`src/rtl/alu_pkg.sv`:
```
// Shared definitions for the ALU control sequencer: ALU function codes,
// opcodes, FSM state encoding and the decoded-instruction bundle.
package alu_pkg;

   localparam logic [3:0] ALU_ADD  = 4'h0;
   localparam logic [3:0] ALU_SUB  = 4'h1;
   localparam logic [3:0] ALU_SLL  = 4'h2;
   localparam logic [3:0] ALU_SRL  = 4'h3;
   localparam logic [3:0] ALU_AND  = 4'h8;
   localparam logic [3:0] ALU_OR   = 4'h9;
   localparam logic [3:0] ALU_NOT  = 4'ha;
   localparam logic [3:0] ALU_XOR  = 4'hb;
   localparam logic [3:0] ALU_NAND = 4'hc;
   localparam logic [3:0] ALU_NOR  = 4'hd;
   localparam logic [3:0] ALU_XNOR = 4'he;
   localparam logic [3:0] ALU_EQ   = 4'hf;

   localparam logic [5:0] OP_RTYPE = 6'h00;
   localparam logic [5:0] OP_ADDI  = 6'h01;
   localparam logic [5:0] OP_LW    = 6'h02;
   localparam logic [5:0] OP_SW    = 6'h03;
   localparam logic [5:0] OP_BEQ   = 6'h04;
   localparam logic [5:0] OP_JMP   = 6'h05;

   typedef enum logic [2:0] {
      ST_FETCH  = 3'd0,
      ST_DECODE = 3'd1,
      ST_EXEC   = 3'd2,
      ST_MEM    = 3'd3,
      ST_WB     = 3'd4
   } state_t;

   typedef enum logic [2:0] {
      CLS_RTYPE   = 3'd0,
      CLS_ADDI    = 3'd1,
      CLS_LW      = 3'd2,
      CLS_SW      = 3'd3,
      CLS_BEQ     = 3'd4,
      CLS_JMP     = 3'd5,
      CLS_ILLEGAL = 3'd6
   } instr_class_t;

   typedef struct packed {
      logic [4:0]   rs_addr;
      logic [4:0]   rt_addr;
      logic [4:0]   rd_addr;
      logic [31:0]  imm_ext;
      logic [3:0]   alu_fun;
      logic         alu_src_b;
      instr_class_t cls;
      logic         illegal;
   } decode_t;

endpackage

```
`src/rtl/alu_instr_decoder.sv`:
```
// Purely combinational instruction decode: register fields, extended
// immediate, ALU function, B-operand select, instruction class and legality.
module alu_instr_decoder
   import alu_pkg::*;
#(
   parameter bit IMM_SIGNED = 1'b1
) (
   input  logic [31:0] instr,
   output decode_t     dec
);

   always_comb begin
      dec           = '0;
      dec.rd_addr   = instr[25:21];
      dec.rs_addr   = instr[20:16];
      dec.rt_addr   = instr[15:11];
      dec.imm_ext   = IMM_SIGNED ? {{16{instr[15]}}, instr[15:0]} : {16'h0000, instr[15:0]};
      dec.alu_fun   = ALU_ADD;
      dec.alu_src_b = 1'b0;
      dec.cls       = CLS_ILLEGAL;
      dec.illegal   = 1'b1;
      case (instr[31:26])
         OP_RTYPE: begin
            // funct 4..7 have no ALU operation behind them
            case (instr[3:0])
               ALU_ADD, ALU_SUB, ALU_SLL, ALU_SRL, ALU_AND, ALU_OR,
               ALU_NOT, ALU_XOR, ALU_NAND, ALU_NOR, ALU_XNOR, ALU_EQ: begin
                  dec.cls     = CLS_RTYPE;
                  dec.illegal = 1'b0;
                  dec.alu_fun = instr[3:0];
               end
               default: ;
            endcase
         end
         OP_ADDI: begin
            dec.cls       = CLS_ADDI;
            dec.illegal   = 1'b0;
            dec.alu_src_b = 1'b1;
         end
         OP_LW: begin
            dec.cls       = CLS_LW;
            dec.illegal   = 1'b0;
            dec.alu_src_b = 1'b1;
         end
         OP_SW: begin
            dec.cls       = CLS_SW;
            dec.illegal   = 1'b0;
            dec.alu_src_b = 1'b1;
         end
         OP_BEQ: begin
            dec.cls     = CLS_BEQ;
            dec.illegal = 1'b0;
            dec.alu_fun = ALU_EQ;
         end
         OP_JMP: begin
            dec.cls     = CLS_JMP;
            dec.illegal = 1'b0;
         end
         default: ;
      endcase
   end

endmodule

```
`src/rtl/alu_control_unit.sv`:
```
// Multi-cycle control sequencer for the ALU datapath: fetch handshake,
// decode, EXEC/MEM/WB sequencing and single-cycle PC strobes.
module alu_control_unit
   import alu_pkg::*;
#(
   parameter bit IMM_SIGNED = 1'b1
) (
   input  logic        clk,
   input  logic        reset,
   input  logic        Instr_valid,
   input  logic [31:0] Instr,
   output logic        Instr_ready,
   input  logic        Zero,
   output logic [3:0]  Alu_fun,
   output logic [4:0]  Rs_addr,
   output logic [4:0]  Rt_addr,
   output logic [4:0]  Rd_addr,
   output logic [31:0] Imm_ext,
   output logic        AluSrcB,
   output logic        RegWrite,
   output logic        MemToReg,
   output logic        Mem_req,
   output logic        Mem_we,
   input  logic        Mem_ack,
   output logic        Pc_inc,
   output logic        Pc_branch,
   output logic        Pc_jump,
   output logic        Illegal,
   output state_t      dbg_state
);

   state_t      state;
   state_t      state_nxt;
   logic [31:0] instr_q;
   logic        run_q;
   logic        illegal_q;
   decode_t     dec;

   alu_instr_decoder #(.IMM_SIGNED(IMM_SIGNED)) u_dec (
      .instr (instr_q),
      .dec   (dec)
   );

   // Handshake: an instruction transfers on a rising edge where Instr_valid
   // and Instr_ready are both 1; Instr_ready never depends on Instr_valid.
   // run_q holds Instr_ready low for the first cycle after reset releases.
   assign Instr_ready = run_q && (state == ST_FETCH);

   always_ff @(posedge clk) begin
      if (reset) begin
         state     <= ST_FETCH;
         instr_q   <= '0;
         run_q     <= 1'b0;
         illegal_q <= 1'b0;
      end else begin
         run_q <= 1'b1;
         state <= state_nxt;
         if (Instr_ready && Instr_valid)
            instr_q <= Instr;
         if (state == ST_DECODE && dec.illegal)
            illegal_q <= 1'b1;
      end
   end

   always_comb begin
      state_nxt = state;
      RegWrite  = 1'b0;
      MemToReg  = 1'b0;
      Mem_req   = 1'b0;
      Mem_we    = 1'b0;
      Pc_inc    = 1'b0;
      Pc_branch = 1'b0;
      Pc_jump   = 1'b0;
      case (state)
         ST_FETCH: begin
            if (Instr_ready && Instr_valid)
               state_nxt = ST_DECODE;
         end
         ST_DECODE: begin
            if (dec.illegal) begin
               Pc_inc    = 1'b1;
               state_nxt = ST_FETCH;
            end else begin
               state_nxt = ST_EXEC;
            end
         end
         ST_EXEC: begin
            case (dec.cls)
               CLS_RTYPE, CLS_ADDI: state_nxt = ST_WB;
               CLS_LW, CLS_SW:      state_nxt = ST_MEM;
               CLS_BEQ: begin
                  Pc_branch = Zero;
                  Pc_inc    = !Zero;
                  state_nxt = ST_FETCH;
               end
               CLS_JMP: begin
                  Pc_jump   = 1'b1;
                  state_nxt = ST_FETCH;
               end
               default: state_nxt = ST_FETCH;
            endcase
         end
         ST_MEM: begin
            Mem_req = 1'b1;
            Mem_we  = (dec.cls == CLS_SW);
            if (Mem_ack) begin
               // stores retire in the ack cycle; loads still need write-back
               if (dec.cls == CLS_SW) begin
                  Pc_inc    = 1'b1;
                  state_nxt = ST_FETCH;
               end else begin
                  state_nxt = ST_WB;
               end
            end
         end
         ST_WB: begin
            RegWrite  = 1'b1;
            MemToReg  = (dec.cls == CLS_LW);
            Pc_inc    = 1'b1;
            state_nxt = ST_FETCH;
         end
         default: state_nxt = ST_FETCH;
      endcase
   end

   assign Alu_fun   = dec.alu_fun;
   assign AluSrcB   = dec.alu_src_b;
   assign Rs_addr   = dec.rs_addr;
   assign Rt_addr   = dec.rt_addr;
   assign Rd_addr   = dec.rd_addr;
   assign Imm_ext   = dec.imm_ext;
   assign Illegal   = illegal_q;
   assign dbg_state = state;

endmodule

```
`config.mk`:
```
export PLATFORM = sky130hd
export DESIGN_NAME = alu_control_unit
export DESIGN_NICKNAME = d
export VERILOG_FILES = /design/src/rtl/alu_pkg.sv /design/src/rtl/alu_instr_decoder.sv /design/src/rtl/alu_control_unit.sv
export SDC_FILE = /design/constraint.sdc
export NUM_CORES = 1
export LEC_CHECK = 0
export ABC_AREA = 0
export BUFFER_PORTS_ARGS = -buffer_cell sky130_fd_sc_hd__buf_4
export CAP_MARGIN = 20
export CORE_MARGIN = 3
export CORE_UTILIZATION = 39
export CTS_CLUSTER_DIAMETER = 60
export CTS_CLUSTER_SIZE = 25
export DETAILED_ROUTE_END_ITERATION = 10
export GPL_ROUTABILITY_DRIVEN = 0
export PLACE_DENSITY = 0.74
export SYNTH_ARGS = -nofsm -noshare
export SYNTH_HDL_FRONTEND = slang
export SYNTH_SLANG_ARGS = --single-unit
```
`constraint.sdc`:
```
create_clock -name clk -period 1.5 [get_ports clk]
set_input_delay 0.3 -clock clk [delete_from_list [all_inputs] [get_ports clk]]
set_output_delay 0.3 -clock clk [all_outputs]
set_load 0.01 [all_outputs]
```
==> results.cfg, run 1 <==
[sta]
worstMarginPinSlew_ns = 0.5107
fin_crit_ns = 1.875
finClkSkew_ns = 0.004176
hold_violations = 0
setup_ws_ns = -0.3746
fmax_ghz = 0.5334
grt_setup_unrepaired = yes
hold_slack_ns = 0.2501
period_share = 1.250
relSlewSlack = 0.6596
finalSetupViolCount = 11
slew_violations = 0

[synth]
synth_top_family_by_area = buffers and inverters
ys_ff_latch = 37
synthXorXnorAreaFrac = 0
ys_warn_count = 0
synthMuxAreaShare = 0
synthCells = 245
synthSimpleGateAreaFrac = 0.2354
synthAdderAreaFrac = 0
synth_edf_count = 0
synth_area_um2 = 1951
synthArstFlopShare = 0
yosys_most_used_dff = dfxtp_1
ys_seq_area_frac = 0.3797
synth_cell_types = 30
synth_nets = 282
syn_area_per_cell_um2 = 7.962
synth_compound_area_frac = 0.1475

[critical_path]
reg2regPathDepth = 6
critPathKind = reg2out
max_stage_delay_ns = 0.40
arrival_ns = 1.57
regToRegEndpoint = instr_q[26]
cp.required_ns = 1.20
worst-path-max-fanout = 4
end_kind = primary output
r2r_slack_ns = 0.01
path_cells = nor2_1 > nand2_1 > or3_4 > nand3_2 > buf_6
worstSetupStartpointType = flop
crit_slowest_cell = or3_4
r2r_start = dbg_state[1]

[layout]
area_growth_pct = 48.04
mostFrequentLayoutCells = buf_4 (114), nand2_1 (56), dfxtp_1 (27)
n_fill_cell = 427
layout-drive-gt1-share = 0.6050
n_antenna_cell = 0
final_area_um2 = 2888
final_common_cell = buf_4
fin_util = 0.6034
layout.nets = 356

[global_route]
grt_pass1_wl_um = 7555
gr-usage-all-layers = 0.1584
grt_max_degree = 38
grt_pass1_vias = 1649
antenna_found_initial = 0
overflow = 0

[clock_tree]
clk_pin_slew_ns = 0.07
cts_tree = built
clockBufferDepth = 2
cts_sinks = 37
cts_root_buf = clkbuf_8
clk_latency_ns = 0.28
cts_buffers = 5
h-tree-depth = 2

[floorplan]
io_pins = 101
die_h_um = 76.72
die_width_um = 76.72
initial_core_util = 0.4076
dieArea_um2 = 5886
coreArea_um2 = 4786
rows = 25

[route]
drt-initial-drc-count = 49
drt-total-wl_um = 5070
via_per_inst = 4.674
avgRoutedWirePerCell_um = 13.13
drt_pass1_iterations = 4
vias = 1804
drtAntennaViolNets = 0
drc = 0

[hold_path]
min_to = instr_q[15]
hold_path_class = in2reg
whs_path_depth = 3
hp-start = Instr[15]

[pwr]
ir_worst_vdd_mv = 0.5193
p_leak_nw = 1.302
power_density_nw_per_um2 = 807.3

[status]
outcome = complete, but fails checks
violations = negative setup slack

[place]
dp_hpwl_um = 3355
post_dp_cell_area_um2 = 2509
io_buffers = 100

[flow_run]
cap_violations = 0
## kinds of logic after synthesis
| family | count (synthesis) |
|---|---|
| AND/OR/NAND/NOR | 99 |
| flip-flops | 37 |
| AO/OA/AOI/OAI | 44 |
| buffers and inverters | 65 |
## cells in the mapped netlist (2+ instances only)
cell type   n  area share
nor3_1      5       0.013
or3_1       2      0.0064
nand2b_1    2      0.0064
a21oi_2    14       0.063
nand3_1     3      0.0077
a21oi_1    23       0.059
dfxtp_1    37        0.38
nor2_1      8       0.015
buf_4      47        0.18
buf_8       3       0.023
nand2_1    70        0.13
o21ai_0     2      0.0051
inv_1       5      0.0096
clkbuf_1    8       0.015
## routing by layer
layer | global-route usage | vias to the layer above | routed length [um]
met4 | 0.06159 | 0 | 61
met1 | 0.1809 | 830 | 2047
met3 | 0.04930 | 6 | 402
met2 | 0.2744 | 75 | 2559
met5 | 0 | - | 0
li1 | - | 893 | -
## sequential cells by signal, summed over array words and instances (netlist names)
signal	count
run_q	1
instr_q	32
Illegal	1
dbg_state	3
## worst max-delay path, delay by kind of cell, from the launching register on
| kind | cells | cell delay [ns] |
|---|---|---|
| buffers and inverters | 1 | 0.10 |
| AND/OR/NAND/NOR | 4 | 0.86 |
| flip-flops | 1 | 0.34 |
## power breakdown
group          leakage, nW  total [mW]  internal [mW]  switching [mW]
clock network       0.0443       0.687          0.364           0.323
logic                0.950       0.572          0.313           0.259
registers            0.307        1.07           1.03          0.0426
## final cells by class
cell class	count	area, um^2	area share
clock buffer	7	86.33	0.02990
inverter	5	18.77	0.006499
multi-input combinational	143	889.6	0.3081
sequential	37	758.2	0.2626
tap	67	83.83	0.02903
timing repair buffer	127	1051	0.3640
## worst max path at each step
stage                 from  endpoint  slack (ns)  depth (start not counted)
2_1_floorplan  instr_q[27]    Pc_inc       -0.02                          5
3_3_place_gp   instr_q[31]    Pc_inc       -0.07                          5
3_5_place_dp   instr_q[31]    Pc_inc       -0.12                          5
4_1_cts        instr_q[26]    Pc_inc       -0.33                          5
5_1_grt        instr_q[26]    Pc_inc       -0.45                          5
6_report       instr_q[26]    Pc_inc       -0.37                          5
## timing repair
item | 4_1_cts | 5_1_grt
pin swaps | 9 | 11
gates resized for setup | 28 | 34
cloned | 0 | 3
setup endpoints to repair | 24 | 62
hold buffers | 0 | 0
setup buffers | 2 | 2
## per-stage QoR
stage          setup WS (ns)  instances   TNS, ns  total power [mW]
2_1_floorplan       -0.02226        245  -0.02226             1.396
3_3_place_gp        -0.07215        373  -0.07215             1.562
3_5_place_dp         -0.1174        373   -0.1174             1.571
4_1_cts              -0.3250        381    -1.939             2.287
5_1_grt              -0.4536        386    -4.326             2.449
6_report             -0.3746        386    -1.989             2.331
(Power assumes the default switching activity.)
==> run 2: changes to the inputs <==
--- a/config.mk
+++ b/config.mk
@@ -14,7 +14,7 @@
 export CTS_CLUSTER_SIZE = 25
 export DETAILED_ROUTE_END_ITERATION = 10
 export GPL_ROUTABILITY_DRIVEN = 0
-export PLACE_DENSITY = 0.74
+export PLACE_DENSITY = 0.73
 export SYNTH_ARGS = -nofsm -noshare
 export SYNTH_HDL_FRONTEND = slang
 export SYNTH_SLANG_ARGS = --single-unit
==> run 2 against run 1 <==
Effect of this change:
- the flow still finishes with violations (negative setup slack)
- non-clock buffer count unchanged
- clock power decreased by 5.7%
- via count decreased by 1.8%
- first-iteration DRC count decreased by 43%
- fmax increased by 1.6%
- sequential power about the same
- largest power group unchanged
- global-route usage about the same
==> results.cfg, run 2 (synthesis results as in run 1) <==
[route]
avgRoutedWirePerCell_um = 12.33
drt_pass1_iterations = 4
drt-initial-drc-count = 28
vias = 1771
drtAntennaViolNets = 0
drc = 0
drt-total-wl_um = 4770
via_per_inst = 4.576

[sta]
fin_crit_ns = 1.846
hold_violations = 0
fin_tns_setup_ns = -3.230
grt_setup_unrepaired = yes
relSlewSlack = 0.6596
worstMarginPinSlew_ns = 0.5106
finClkSkew_ns = 0.004653
period_share = 1.230
setup_ws_ns = -0.3455
slew_violations = 0
finalSetupViolCount = 41
fmax_ghz = 0.5418

[pwr]
ir_worst_vdd_mv = 0.6522
seq_power_share = 0.466
switchingPower_mw = 0.6248
power_frac_clock = 0.282
p_leak_nw = 1.264
comb_power_share = 0.252
power_density_nw_per_um2 = 805.5
intPower_mw = 1.672
swShare = 0.2720

[global_route]
gr-usage-all-layers = 0.1584
grt_most_used_layer = met2
grt.met1_usage = 0.1910
grt_pass1_wl_um = 7590
overflow = 0
grt_max_degree = 38
grt_util_met3 = 0.05986
grt_pass1_vias = 1621
met2_usage = 0.2613
antenna_found_initial = 0

[place]
place_ws_ns = -0.1749
io_buffers = 100
dp_hpwl_um = 3391
dp.cells = 374

[critical_path]
arrival_ns = 1.55
end_kind = primary output
cp-endpoint = Pc_inc
r2r_slack_ns = -0.04
reg2regPathDepth = 8
worstSetupStartpoint = instr_q[31]
worstSetupStartpointType = flop
critPathKind = reg2out
r2r_start = dbg_state[0]
worst-path-max-fanout = 3
cp.required_ns = 1.20
regToRegEndpoint = instr_q[30]

[layout]
n_fill_cell = 424
n_antenna_cell = 0
top_register = instr_q
stdcell_count = 387
layout.nets = 356
area_growth_pct = 46.18
mostFrequentLayoutCells = buf_4 (110), nand2_1 (65), dfxtp_1 (30)
largest_register_ffs = 32
final_common_cell = buf_4
fin_util = 0.5958
layout-drive-gt1-share = 0.5781

[floorplan]
die_width_um = 76.72
dieArea_um2 = 5886
die_h_um = 76.72
io_pins = 101
rows = 25
coreArea_um2 = 4786
initial_core_util = 0.4076

[hold_path]
hold_path_class = in2reg

[clock_tree]
cts_root_buf = clkbuf_8
h-tree-depth = 2
clk_pin_slew_ns = 0.07
cts_sinks = 37
hold_buffers = 0
cts_tree = built
clk_latency_ns = 0.28
cts_buffers = 5
clockBufferDepth = 2

[flow_run]
cap_violations = 0

[status]
violations = negative setup slack
outcome = complete, but fails checks
## run 2: cell types whose count changed in the layout (fill, tap and decap cells not counted), sizes merged
cell and delta:
clkbuf -1, buf +2
## run 2: worst max-delay path, stage by stage (launching register included)
cell,delay [ns]
dfxtp_4,0.37
nor3_4,0.21
nand2_2,0.10
or3_1,0.39
nand3_2,0.10
buf_6,0.10
## run 2: area by class of cell
cell class                      count  area, um^2  share of cell area
Clock buffer                        8       80.08             0.02808
Inverter                            5       18.77            0.006582
Multi-Input combinational cell    143       884.6              0.3102
Sequential cell                    37       754.5              0.2646
Tap cell                           67       83.83             0.02940
Timing Repair Buffer              127        1030              0.3611
## run 2: power by group through the flow
stage	sequential, mW	clock, mW	combinational, mW
final	1.07	0.648	0.579
after global routing	1.08	0.724	0.627
after CTS	1.07	0.691	0.532
after detailed placement	1.09	0	0.483
after global placement	1.09	0	0.477
after floorplan	1.08	0	0.312
## run 2: stage by stage
step,cell area (um^2),power (mW),hold slack (ns)
finish,2851,2.297,0.2514
CTS,2733,2.294,0.2426
global route,2851,2.429,0.2458
detailed placement,2516,1.572,0.4483
floorplan,1961,1.396,0.4360
global placement,2516,1.564,0.4435
## run 2: what timing repair did
action | 4_1_cts | 5_1_grt
endpoints found under the setup margin | 46 | 42
resized for setup | 32 | 31
pin swaps | 11 | 2
buffers inserted | 4 | 2
## run 2: layer usage
| metal | share of wire | vias up |
|---|---|---|
| met1 | 0.41 | 789 |
| met2 | 0.49 | 79 |
| met3 | 0.090 | 8 |
| met4 | 0.012 | 0 |
| met5 | 0 | - |
| li1 | - | 895 |
## run 2: how the worst min path moves through the flow
stage          cells after the start  slack, ns        start          end
4_1_cts                            3       0.24    Instr[19]  instr_q[19]
2_1_floorplan                      2       0.44    Instr[10]  instr_q[10]
6_report                           3       0.25    Instr[15]  instr_q[15]
5_1_grt                            3       0.25    Instr[15]  instr_q[15]
3_5_place_dp                       2       0.45  instr_q[22]  instr_q[22]
3_3_place_gp                       2       0.44  instr_q[10]  instr_q[10]
==> run 3: changes to the inputs <==
--- a/config.mk
+++ b/config.mk
@@ -8,13 +8,12 @@
 export ABC_AREA = 0
 export BUFFER_PORTS_ARGS = -buffer_cell sky130_fd_sc_hd__buf_4
 export CAP_MARGIN = 20
-export CORE_MARGIN = 3
-export CORE_UTILIZATION = 39
-export CTS_CLUSTER_DIAMETER = 60
+export CORE_MARGIN = 8
+export CORE_UTILIZATION = 35
 export CTS_CLUSTER_SIZE = 25
 export DETAILED_ROUTE_END_ITERATION = 10
 export GPL_ROUTABILITY_DRIVEN = 0
-export PLACE_DENSITY = 0.73
+export PLACE_DENSITY = 0.67
 export SYNTH_ARGS = -nofsm -noshare
 export SYNTH_HDL_FRONTEND = slang
 export SYNTH_SLANG_ARGS = --single-unit
==> run 3 against run 2 <==
Effect of this change:
- the flow still finishes with violations (negative setup slack)
- clock-buffer cell count did not move
- utilization fell by 4.7 points
- largest cell class unchanged
- largest power group unchanged
- sequential cell count did not move
- clock skew barely moved
- critical path type unchanged
- sequential power barely moved
- die area rose by 40%
- fmax fell by 2.0%
- power rose by 3.9%
- setup slack got worse by 0.037 ns
- global-route usage fell by 2.5 points
==> results.cfg, run 3 (synthesis results as in run 1) <==
[status]
outcome = complete, but fails checks
violations = negative setup slack

[flow_run]
cap_violations = 0

[layout]
top_register = instr_q
final_common_cell = buf_4
largest_register_ffs = 32
area_growth_pct = 52.92
mostFrequentLayoutCells = buf_4 (113), nand2_1 (56), dfxtp_1 (26)
layout-drive-gt1-share = 0.6265
fin_util = 0.5484
layout.nets = 360
n_antenna_cell = 0

[sta]
slew_violations = 0
hold_violations = 0
grt_setup_unrepaired = yes
fin_crit_ns = 1.883
worstMarginPinSlew_ns = 0.5456
period_share = 1.255
setup_ws_ns = -0.3828
relSlewSlack = 0.6363
finClkSkew_ns = 0.004965
finalSetupViolCount = 11
fmax_ghz = 0.5311
hold_slack_ns = 0.2424

[route]
via_per_inst = 4.561
drt_pass1_iterations = 4
drt-initial-drc-count = 47
avgRoutedWirePerCell_um = 15.00
drc = 0
drt-total-wl_um = 5939
vias = 1806
drtAntennaViolNets = 0

[critical_path]
worst-path-max-fanout = 4
r2r_slack_ns = 0.03
arrival_ns = 1.58
reg2regPathDepth = 6
cp.required_ns = 1.20
r2r_start = dbg_state[2]
regToRegEndpoint = instr_q[3]
end_kind = primary output
worstSetupStartpointType = flop
critPathKind = reg2out

[global_route]
antenna_found_initial = 0
overflow = 0
grt_pass1_vias = 1858
grt_pass1_wl_um = 9094
grt_max_degree = 38
gr-usage-all-layers = 0.1338

[floorplan]
die_width_um = 90.66
initial_core_util = 0.3586
dieArea_um2 = 8218
io_pins = 101
rows = 27
coreArea_um2 = 5439
die_h_um = 90.66

[hold_path]
min_to = instr_q[27]
hold_path_class = in2reg
hp-start = Instr[27]
whs_path_depth = 3

[clock_tree]
clockBufferDepth = 2
cts_sinks = 37
cts_root_buf = clkbuf_8
cts_buffers = 5
cts_tree = built
clk_pin_slew_ns = 0.07
h-tree-depth = 2
clk_latency_ns = 0.29

[place]
dp_hpwl_um = 3913
place_ws_ns = -0.1012
io_buffers = 100

[pwr]
power_density_nw_per_um2 = 799.9
ir_worst_vdd_mv = 0.4040
p_leak_nw = 1.316
[run 3: repair_timing]
item | in CTS | in global routing
buffers inserted | 6 | 4
hold buffers | 0 | 0
cloned | 0 | 3
pin swaps | 12 | 9
gates resized for setup | 31 | 43
setup endpoints to repair | 41 | 46
[run 3: layer usage]
metal  vias to the layer above  track usage  wire, um
met3                         7      0.07149       598
met4                         0      0.04300        72
met5                         -            0         0
met2                        74       0.2095      2779
met1                       820       0.1519      2488
li1                        905            -         -
[run 3: final cells by class]
type / count / area, um^2
clock buffers: 8 / 80.08
repair buffers: 131 / 1091
fillers: 497 / 2456
flip-flops and latches: 37 / 759.5
inverters: 5 / 18.77
well taps: 72 / 90.09
multi-input cells: 143 / 943.4
[run 3: worst max path at each step]
stage                           start      to  slack (ns)  cells after the start
after floorplan           instr_q[27]  Pc_inc       -0.02                      5
after global placement    instr_q[31]  Pc_inc       -0.06                      5
after detailed placement  instr_q[31]  Pc_inc       -0.10                      6
after CTS                 instr_q[26]  Pc_inc       -0.35                      5
after global routing      instr_q[26]  Pc_inc       -0.46                      5
final                     instr_q[26]  Pc_inc       -0.38                      5
[run 3: power breakdown]
part	switching, mW	leakage [nW]	internal, mW	total [mW]
combinational	0.292	0.969	0.345	0.638
sequential	0.0421	0.308	1.03	1.07
clock	0.346	0.0395	0.330	0.676
[run 3: metrics by stage]
step	cell area [um^2]	instances	power (mW)	setup TNS (ns)
finish	2983	396	2.386	-1.915
detailed placement	2527	378	1.590	-0.1047
CTS	2760	392	2.345	-2.033
global route	2983	396	2.507	-3.716
global placement	2527	378	1.582	-0.05989
floorplan	1961	245	1.396	-0.02226
[run 3: worst max-delay path, stage by stage, from the launching register on]
cell and delay [ns]:
dfxtp_2 0.34, or3_1 0.37, o211ai_1 0.23, a22oi_1 0.11, nand3_1 0.12, buf_4 0.13
